--- config.mk ---
export PLATFORM = sky130hd
export DESIGN_NAME = wb_arbiter_flat
export DESIGN_NICKNAME = d
export VERILOG_FILES = /design/src/rtl/wb_arbiter_if.sv /design/src/rtl/wb_arbiter.sv /design/src/flat_wrapper.sv
export SDC_FILE = /design/constraint.sdc
export NUM_CORES = 1
export LEC_CHECK = 0
export CAP_MARGIN = 20
export CORE_ASPECT_RATIO = 0.5
export CORE_MARGIN = 1
export CORE_UTILIZATION = 30
export DETAILED_ROUTE_END_ITERATION = 8
export PLACE_DENSITY = 0.51
export SYNTH_ARGS = -nofsm -noshare
export SYNTH_HDL_FRONTEND = slang
export SYNTH_SLANG_ARGS = --single-unit
--- constraint.sdc ---
create_clock -name clk -period 5.8 [get_ports clk]
set_input_delay 1.74 -clock clk [delete_from_list [all_inputs] [get_ports clk]]
set_output_delay 1.74 -clock clk [all_outputs]
set_load 0.05 [all_outputs]
--- src/rtl/wb_arbiter_if.sv ---
// wb_arbiter_if: bundle of the two producer handshakes and the register-file
// write port served by wb_arbiter.
//   alu_valid/alu_ready/alu_waddr/alu_wdata : single-cycle ALU result
//   ld_valid/ld_ready/ld_waddr/ld_wdata     : variable-latency load result
//   we/waddr/wdata                          : register-file write port
// Modports: master = the producers and the register file; slave = the arbiter.
interface wb_arbiter_if;
    logic        alu_valid;
    logic        alu_ready;
    logic [4:0]  alu_waddr;
    logic [31:0] alu_wdata;
    logic        ld_valid;
    logic        ld_ready;
    logic [4:0]  ld_waddr;
    logic [31:0] ld_wdata;
    logic        we;
    logic [4:0]  waddr;
    logic [31:0] wdata;

    modport master (
        output alu_valid, alu_waddr, alu_wdata,
        output ld_valid, ld_waddr, ld_wdata,
        input  alu_ready, ld_ready,
        input  we, waddr, wdata
    );

    modport slave (
        input  alu_valid, alu_waddr, alu_wdata,
        input  ld_valid, ld_waddr, ld_wdata,
        output alu_ready, ld_ready,
        output we, waddr, wdata
    );
endinterface

--- src/rtl/wb_arbiter.sv ---
// wb_arbiter: drives the register file's single write port from the ALU
// result path and the load result path. ALU results normally win; loads wait
// in a small FIFO and a saturating starvation counter forces a load slot after
// STARVE_MAX consecutive losses. All write-port outputs are registered.
// Ports:
//   clk  - clock, all state changes on the rising edge
//   rst  - synchronous active-low reset (priority over rdy)
//   rdy  - global ready; 0 freezes all state and forces we=0
//   bus  - wb_arbiter_if.slave: both producer handshakes and we/waddr/wdata
module wb_arbiter #(
    parameter int LD_DEPTH   = 2,  // power of 2, >= 2
    parameter int STARVE_MAX = 3   // >= 1
) (
    input  logic          clk,
    input  logic          rst,
    input  logic          rdy,
    wb_arbiter_if.slave   bus
);
    localparam int PW = $clog2(LD_DEPTH);
    localparam int CW = PW + 1;
    localparam int SW = $clog2(STARVE_MAX + 1);

    typedef struct packed {
        logic [4:0]  addr;
        logic [31:0] data;
    } wb_entry_t;

    wb_entry_t       fifo_mem [LD_DEPTH];
    logic [PW-1:0]   rd_ptr;
    logic [PW-1:0]   wr_ptr;
    logic [CW-1:0]   count;
    logic [SW-1:0]   starve;
    logic            hold_v;
    wb_entry_t       hold;

    logic            force_ld;
    logic            drain_ld;
    logic            drain_alu;
    logic            alu_acc;
    logic            ld_acc;
    wb_entry_t       drain_entry;

    // Arbitration looks at registered state only, so neither ready ever
    // depends on a valid and no combinational path runs through the block.
    // NOTE: every always_comb output gets a value on every path; a missed
    // assignment would infer a latch.
    always_comb begin
        force_ld      = (count != '0) && (starve == SW'(STARVE_MAX));
        drain_ld      = (count != '0) && (!hold_v || force_ld);
        drain_alu     = hold_v && !drain_ld;
        drain_entry   = drain_ld ? fifo_mem[rd_ptr] : hold;
        bus.alu_ready = rdy && (!hold_v || drain_alu);
        // A full FIFO refuses a push even when it pops in the same edge.
        bus.ld_ready  = rdy && (count < CW'(LD_DEPTH));
        alu_acc       = bus.alu_valid && bus.alu_ready;
        ld_acc        = bus.ld_valid && bus.ld_ready;
    end

    // NOTE: sequential state uses non-blocking assignments so every register
    // samples the pre-edge values regardless of statement order.
    always_ff @(posedge clk) begin
        if (!rst) begin
            rd_ptr    <= '0;
            wr_ptr    <= '0;
            count     <= '0;
            starve    <= '0;
            hold_v    <= 1'b0;
            bus.we    <= 1'b0;
            bus.waddr <= '0;
            bus.wdata <= '0;
        end else if (rdy) begin
            // x0 is never written, but its drain still updates waddr/wdata.
            bus.we <= (drain_ld || drain_alu) && (drain_entry.addr != 5'd0);
            if (drain_ld || drain_alu) begin
                bus.waddr <= drain_entry.addr;
                bus.wdata <= drain_entry.data;
            end

            if (alu_acc) begin
                hold_v <= 1'b1;
            end else if (drain_alu) begin
                hold_v <= 1'b0;
            end

            // Power-of-2 depth lets the pointers wrap naturally.
            if (ld_acc) begin
                wr_ptr <= wr_ptr + 1'b1;
            end
            if (drain_ld) begin
                rd_ptr <= rd_ptr + 1'b1;
            end
            count <= count + CW'(ld_acc) - CW'(drain_ld);

            if ((count == '0) || drain_ld) begin
                starve <= '0;
            end else if (starve != SW'(STARVE_MAX)) begin
                starve <= starve + 1'b1;
            end
        end else begin
            bus.we <= 1'b0;
        end
    end

    // NOTE: the FIFO storage and the holding payload are not reset; the
    // pointers, count and hold_v that qualify them are.
    always_ff @(posedge clk) begin
        if (alu_acc) begin
            hold <= '{addr: bus.alu_waddr, data: bus.alu_wdata};
        end
        if (ld_acc) begin
            fifo_mem[wr_ptr] <= '{addr: bus.ld_waddr, data: bus.ld_wdata};
        end
    end
endmodule

--- src/flat_wrapper.sv ---
// flat-port wrapper written by rule: the top's interface ports become plain ports
module wb_arbiter_flat 
#(
    parameter int LD_DEPTH   = 2,                     
    parameter int STARVE_MAX = 3          
)
  (clk, rst, rdy, bus_alu_valid, bus_alu_waddr, bus_alu_wdata, bus_ld_valid, bus_ld_waddr, bus_ld_wdata, bus_alu_ready, bus_ld_ready, bus_we, bus_waddr, bus_wdata);
  wb_arbiter_if bus_i ();
  input  logic clk;
  input  logic rst;
  input  logic rdy;
  input wire logic [$bits(bus_i.alu_valid)-1:0] bus_alu_valid;
  input wire logic [$bits(bus_i.alu_waddr)-1:0] bus_alu_waddr;
  input wire logic [$bits(bus_i.alu_wdata)-1:0] bus_alu_wdata;
  input wire logic [$bits(bus_i.ld_valid)-1:0] bus_ld_valid;
  input wire logic [$bits(bus_i.ld_waddr)-1:0] bus_ld_waddr;
  input wire logic [$bits(bus_i.ld_wdata)-1:0] bus_ld_wdata;
  output wire logic [$bits(bus_i.alu_ready)-1:0] bus_alu_ready;
  output wire logic [$bits(bus_i.ld_ready)-1:0] bus_ld_ready;
  output wire logic [$bits(bus_i.we)-1:0] bus_we;
  output wire logic [$bits(bus_i.waddr)-1:0] bus_waddr;
  output wire logic [$bits(bus_i.wdata)-1:0] bus_wdata;
  assign bus_i.alu_valid = bus_alu_valid;
  assign bus_i.alu_waddr = bus_alu_waddr;
  assign bus_i.alu_wdata = bus_alu_wdata;
  assign bus_i.ld_valid = bus_ld_valid;
  assign bus_i.ld_waddr = bus_ld_waddr;
  assign bus_i.ld_wdata = bus_ld_wdata;
  assign bus_alu_ready = bus_i.alu_ready;
  assign bus_ld_ready = bus_i.ld_ready;
  assign bus_we = bus_i.we;
  assign bus_waddr = bus_i.waddr;
  assign bus_wdata = bus_i.wdata;
  wb_arbiter #(.LD_DEPTH(LD_DEPTH), .STARVE_MAX(STARVE_MAX)) u_core (.clk(clk), .rst(rst), .rdy(rdy), .bus(bus_i));
endmodule
== Word level (Yosys, flattened, before mapping) ==
Memory sizes are Yosys's and may differ from the RTL's. A register that Yosys moved wholly into a read port is not among the register bits.
Cells that the tools add are included.
Operators by class
  mux-type cells: 9
  shifts and indexed selects: 0
  div/mod/pow operators: 0
  bitwise gates (word level): 0
  $mul: 0
  equal/unequal tests: 2
  $add $sub $neg: 5
  $lt $le $gt $ge: 1
  reductions and logical operators: 25
Operators by type and width (number)
  $mux 37: 1
  $reduce_and 2->1: 6
  $logic_and 1x1->1: 8
  $mux 1: 6
  $reduce_bool 2->1: 3
  $reduce_bool 5->1: 1
  $logic_or 1x1->1: 4
  $mux 2: 2
  $add 1x1->1 const B: 2
  $add 2x1->2: 1
  $add 2x1->2 const B: 1
  $eq 2x2->1 const B: 1
  $logic_not 1->1: 2
  $logic_not 2->1: 1
  $lt 2x2->1 const B: 1
  $ne 2x2->1 const B: 1
  $sub 2x1->2: 1
Word-level totals
  memories: 1
  input bits: 79
  memory bits (read-only): 0
  bits in latches: 0
  flip-flop bits (word level): 82
  logic and storage cells: 53
  memory bits (writable): 74
  output and inout bits: 40
Memories
  u_core.fifo_mem: depth 2, width 37, rd ports 1, clocked after memory_dff 1, wr ports 1, RTL line wb_arbiter.sv:28  | wb_entry_t fifo_mem [LD_DEPTH];

== Longest topological paths before layout ==
  depth in word-level cells: 11
  depth in mapped cells: 11
  mapped depth without buffers: 10

== Least setup slack after synthesis ==
Ideal clock, no wire load.
  path type: input to register
  start point: input rdy
  end point: memory u_core.fifo_mem[0][0] in the netlist's numbering (enable)
  data arrival time: 4.553 ns
  required time: 5.369 ns
  stages: 4
  setup slack: 0.815 ns
  setup time: 0.431 ns
  path buffers: 1
  cell sequence: buf_2 nor2b_1 nand2_1 nor2_1
On the way
  word-level cells in the longest chain between the ends: 4
Ends and longest elaborated chain
  start: declaration: RTL line flat_wrapper.sv:11  | input logic rdy;
  $logic_and 1x1->1: RTL line wb_arbiter.sv:54  | bus.ld_ready = rdy && (count < CW'(LD_DEPTH));
  via bus_ld_ready: RTL line flat_wrapper.sv:19  | output wire logic [$bits(bus_i.ld_ready)-1:0] bus_ld_ready;
  $logic_and 1x1->1: RTL line wb_arbiter.sv:56  | ld_acc = bus.ld_valid && bus.ld_ready;
  $mux 1: RTL line wb_arbiter.sv:110  | if (ld_acc) begin
  $mux 1 (not written as such): RTL line wb_arbiter.sv:111  | fifo_mem[wr_ptr] <= '{addr: bus.ld_waddr, data: bus.ld_wdata};
  end: declaration: RTL line wb_arbiter.sv:28
The timed path passes the listed nets, and every way through them passes these cells.

== Final worst setup path ==
  start point: input rdy
  end point: output bus_ld_ready
On the way
  word-level cells in the longest chain between the ends: 1
Ends and longest elaborated chain (RTL line)
  $logic_and 1x1->1: wb_arbiter.sv:54
  end: declaration: flat_wrapper.sv:19
No other way between the ends.

==> results.md <==
Outcome:
- The flow ran to the end, and the final reports show no timing, DRC or antenna violations.

Job:
- Across the run, the number of max-cap violations was 0.

CTS:
- The clock transition at the registers of the reported paths is 0.06 ns.
- Buffers inserted during clock tree synthesis total 17.
- The clock latency reported for the late side of the worst-skew pair is 0.43 ns.
- The number of gates given a new drive strength after cts is 0.
- The CTS tree is built.
- The post-CTS setup buffer count is 0.
- The depth of the CTS H-tree is 4.
- In this run the deepest clock path goes through 2 buffers.
- The number of buffers inserted by hold repair at cts is 0.
- CTS saw 157 sinks.
- The cell sitting at the root of the clock tree is a sky130_fd_sc_hd__clkbuf_16.

Detailed routing:
- The count of vias placed by the detailed router is 3733.
- The iteration-0 DRC count of the detailed router is 122.
- In the routed layout, each cell is associated on average with a via count of 4.59.
- The count of nets left with antenna violations once routing finished came out at 0.
- The DRC violation count after routing is 0.
- The overall routed net length is 14.4 mm.
- After detailed routing, the average wire length per cell comes to 17.7 um.
- The first-pass detailed-route iteration total is 4.

STA:
- The final total negative setup slack is 0 ns.
- Setup repair after global routing left no endpoint under its margin.
- Once routing completed, OpenROAD measured the worst setup slack at 0.766 ns.
- Between clock sinks in the finished design, the worst skew comes to 0.0142 ns.
- Dividing the final minimum period by the clock period gives 86.8%.
- The headroom to the max-slew limit is 30.7%.
- Setup violations remaining at the end of the flow were counted as 0.
- The final number of max-transition violations was 0.
- Static timing analysis puts the maximum clock frequency at 199 MHz.
- The shortest period the worst path allows is 5.03 ns.
- At the pin with the least slew margin, the transition time is 1.04 ns.
- The number of hold violations in the final report is 0.

Setup path:
- The register-to-register setup slack is 2.90 ns.
- The critical path endpoint category is an output pin.
- STA classifies the critical path startpoint as an input pin.
- The most numerous cell type found on the critical path is sky130_fd_sc_hd__clkdlybuf4s50_1.
- The delay of the slowest cell on the worst path is 0.85 ns.
- In this run the critical register-to-register path is launched from u_core.starve[0].
- At the worst endpoint, the arrival time is 3.29 ns.
- In this run the number of cells on the critical path is 3.
- Together, buffers and inverters on the worst path number 2.
- Traced cell by cell, the critical path runs through clkdlybuf4s50_1, nor2b_1, clkdlybuf4s50_1.
- Among cell families on the critical path, the largest total delay comes from buffers and inverters.
- The critical path data required time is 4.06 ns.
- The capture point of the worst reg-to-reg path is u_core.count[1].
- The slowest stage of the critical path is the sky130_fd_sc_hd__clkdlybuf4s50_1 cell.
- By startpoint and endpoint, the worst setup path is classified as in2out.
- The depth of the most critical reg-to-reg path is 10.
- The maximum fanout along the worst path is 3.

Global routing:
- Entering global routing, the biggest net connects 47 pins.
- The global routing usage summed across all routing layers is 14.4%.
- The total congestion overflow is 0.
- The wire length of the first global-routing pass is 21.7 mm.
- The number of antenna violations at the first check in global routing is 0.
- The via count of the first global-routing pass was 3840.

Place:
- Detailed placement finished with a half-perimeter wire length of 8.63 mm.
- The cell total after placement is 782.
- OpenSTA, run right after detailed placement, puts the worst setup slack at 0.747 ns.
- The routability-driven placement congestion ratio is 0.680.
- Input and output buffers added on the ports amount to 118.

Power:
- The total power is 3.61 mW.
- The leakage power figure is 2.57 nW.
- Dividing total power by cell area gives a power density of 449 mW/mm^2.
- IR analysis of the VDD net gives a maximum drop of 0.000211 V.

Min path:
- The number of cells traversed by the worst hold path is 2.
- The class of the most critical hold timing path is reg2reg.
- For hold timing, the worst endpoint is u_core.bus.wdata[28].
- The startpoint of the worst hold path is u_core.bus.wdata[28].

Floorplanning:
- The die is 202 um wide.
- The floorplan has 36 rows.
- The die is 102 um tall.
- The core region is 0.0195 mm^2.
- Pin placement for this block handled 119 I/O pins.
- The starting density of the core is 30.8%.
- The die covers 0.0207 mm^2.

Synthesis:
- Sorting the synthesized cells by area gives the leading types as sky130_fd_sc_hd__edfxtp_1 55%, sky130_fd_sc_hd__dfxtp_1 15%, sky130_fd_sc_hd__mux2i_1 5.7%.
- The number of unique standard cell types used by synthesis is 36.
- The total nets after synthesis is 505.
- The mean area per synthesized cell is 14.2 um^2.
- The count of mapped cells out of synthesis is 423.
- In this run, synthesis produced a sequential element count of 157.
- Of the synthesized area, sequential elements account for 70.7%.
- The synthesized netlist occupies a cell area of 0.00602 mm^2.
- During synthesis, Yosys emitted a total of 0 warnings.
- The largest total area in the synthesized netlist belongs to sky130_fd_sc_hd__edfxtp_1.
- The top cell type by area accounts for 55.4% of the synthesized area.

Finish:
- The number of antenna diodes in the final layout is 0.
- For this run, the number of standard cells in the final layout without fillers is 814.
- Of the cells placed in the final design, the portion with a size suffix greater than 1 is 9.85%.
- For this run, the share of the core covered by cells in the final layout is 41.1%.
- Relative to the synthesized area, the layout overhead comes to 33.3%.
- The net total in the final layout is 617.
- The commonest non-fill, non-tap cell in the layout is sky130_fd_sc_hd__clkdlybuf4s50_1.
- After filler insertion, the fill cell instance count of the layout stands at 1849.
- Leaving out fill and tap cells, the most frequent cells in the layout are 116 x sky130_fd_sc_hd__clkdlybuf4s50_1, 111 x sky130_fd_sc_hd__edfxtp_1, 45 x sky130_fd_sc_hd__dfxtp_1.
[cell usage after synthesis (all sizes together)]
master and n:
xnor2 3, or2 1, a21boi 36, edfxtp 111, dfxtp 46, a31oi 2
nand2 43, o311a 1, xor2 1, buf 18, o211ai 33, clkbuf 12
a21o 1, o21a 2, a2111oi 4, mux2i 34, nand3 35, nand3b 1
nor2 3, nand2b 1, ha 3, o31ai 5, and2b 1, o22ai 2
a21oi 4, and2 8, nor3b 1, nor2b 6, inv 4, and3 1
[registers in the layout, summed over array words and instances, names as in the netlist, named ones only]
name and count:
u_core.bus.wdata 32, u_core.fifo_mem 74, u_core.hold_v 1, u_core.bus.we 1
u_core.starve 2, u_core.wr_ptr 1, u_core.count 2, u_core.rd_ptr 1
u_core.hold 37, u_core.bus.waddr 5
[how the worst max path moves through the flow]
| stage | from | to | slack (ns) |
|---|---|---|---|
| 2_1_floorplan | rdy | u_core.fifo_mem[0][0] | 0.82 |
| 3_3_place_gp | rdy | bus_ld_ready | 0.75 |
| 3_5_place_dp | rdy | bus_ld_ready | 0.75 |
| 4_1_cts | rdy | bus_ld_ready | 0.73 |
| 5_1_grt | rdy | bus_ld_ready | 0.66 |
| 6_report | rdy | bus_ld_ready | 0.77 |
[metrics by stage]
stage / instance area [um^2] / hold WS (ns)
after floorplan: 6020 / 0.453
after global placement: 7450 / 0.444
after detailed placement: 7450 / 0.447
after CTS: 8030 / 0.457
after global routing: 8030 / 0.474
final: 8030 / 0.454
[cells by family after synthesis]
family | after synthesis | synth area share (%)
buf+inv | 34 | 2.83
mux | 34 | 5.65
flops | 157 | 70.7
fa+ha+maj | 3 | 0.624
simple gates | 101 | 8.04
xor+xnor | 4 | 0.582
compound gates | 90 | 11.6
[worst reg2reg max path, cell delays in order, from the launching register on]
cell,delay [ns]
sky130_fd_sc_hd__dfxtp_1,0.36
sky130_fd_sc_hd__ha_1,0.32
sky130_fd_sc_hd__and2b_4,0.28
sky130_fd_sc_hd__nor2_4,0.77
sky130_fd_sc_hd__ha_1,0.38
sky130_fd_sc_hd__inv_1,0.06
sky130_fd_sc_hd__ha_1,0.15
sky130_fd_sc_hd__xor2_1,0.14
sky130_fd_sc_hd__nand2_1,0.08
sky130_fd_sc_hd__xnor2_1,0.12
sky130_fd_sc_hd__and2_1,0.15
[cell type report]
| type | instances | area (um^2) | area share [%] |
|---|---|---|---|
| clock buffer | 17 | 425 | 5.30 |
| clock inverter | 15 | 149 | 1.86 |
| timing repair buffer | 123 | 1210 | 15.1 |
| tap | 266 | 333 | 4.15 |
| sequential | 157 | 4260 | 53.0 |
| inverter | 4 | 15.0 | 0.187 |
| multi-input combinational | 232 | 1640 | 20.4 |
[per-layer routing]
layer  global-route usage (%)  vias to the layer above  part of all wire (%)
met1                     18.2                     1853                    47
met3                     4.40                       12                   3.8
li1                         -                     1813                     -
met5                        0                        -                     0
met4                     4.51                        0                   1.0
met2                     23.7                       55                    48
[power by group]
| part | switching, mW | internal [mW] | leakage [nW] | total [mW] |
|---|---|---|---|---|
| Combinational | 0.733 | 0.371 | 0.890 | 1.10 |
| Sequential | 0.0635 | 1.35 | 1.40 | 1.41 |
| Clock | 0.520 | 0.572 | 0.274 | 1.09 |
Power figures use the tool's default switching activity.
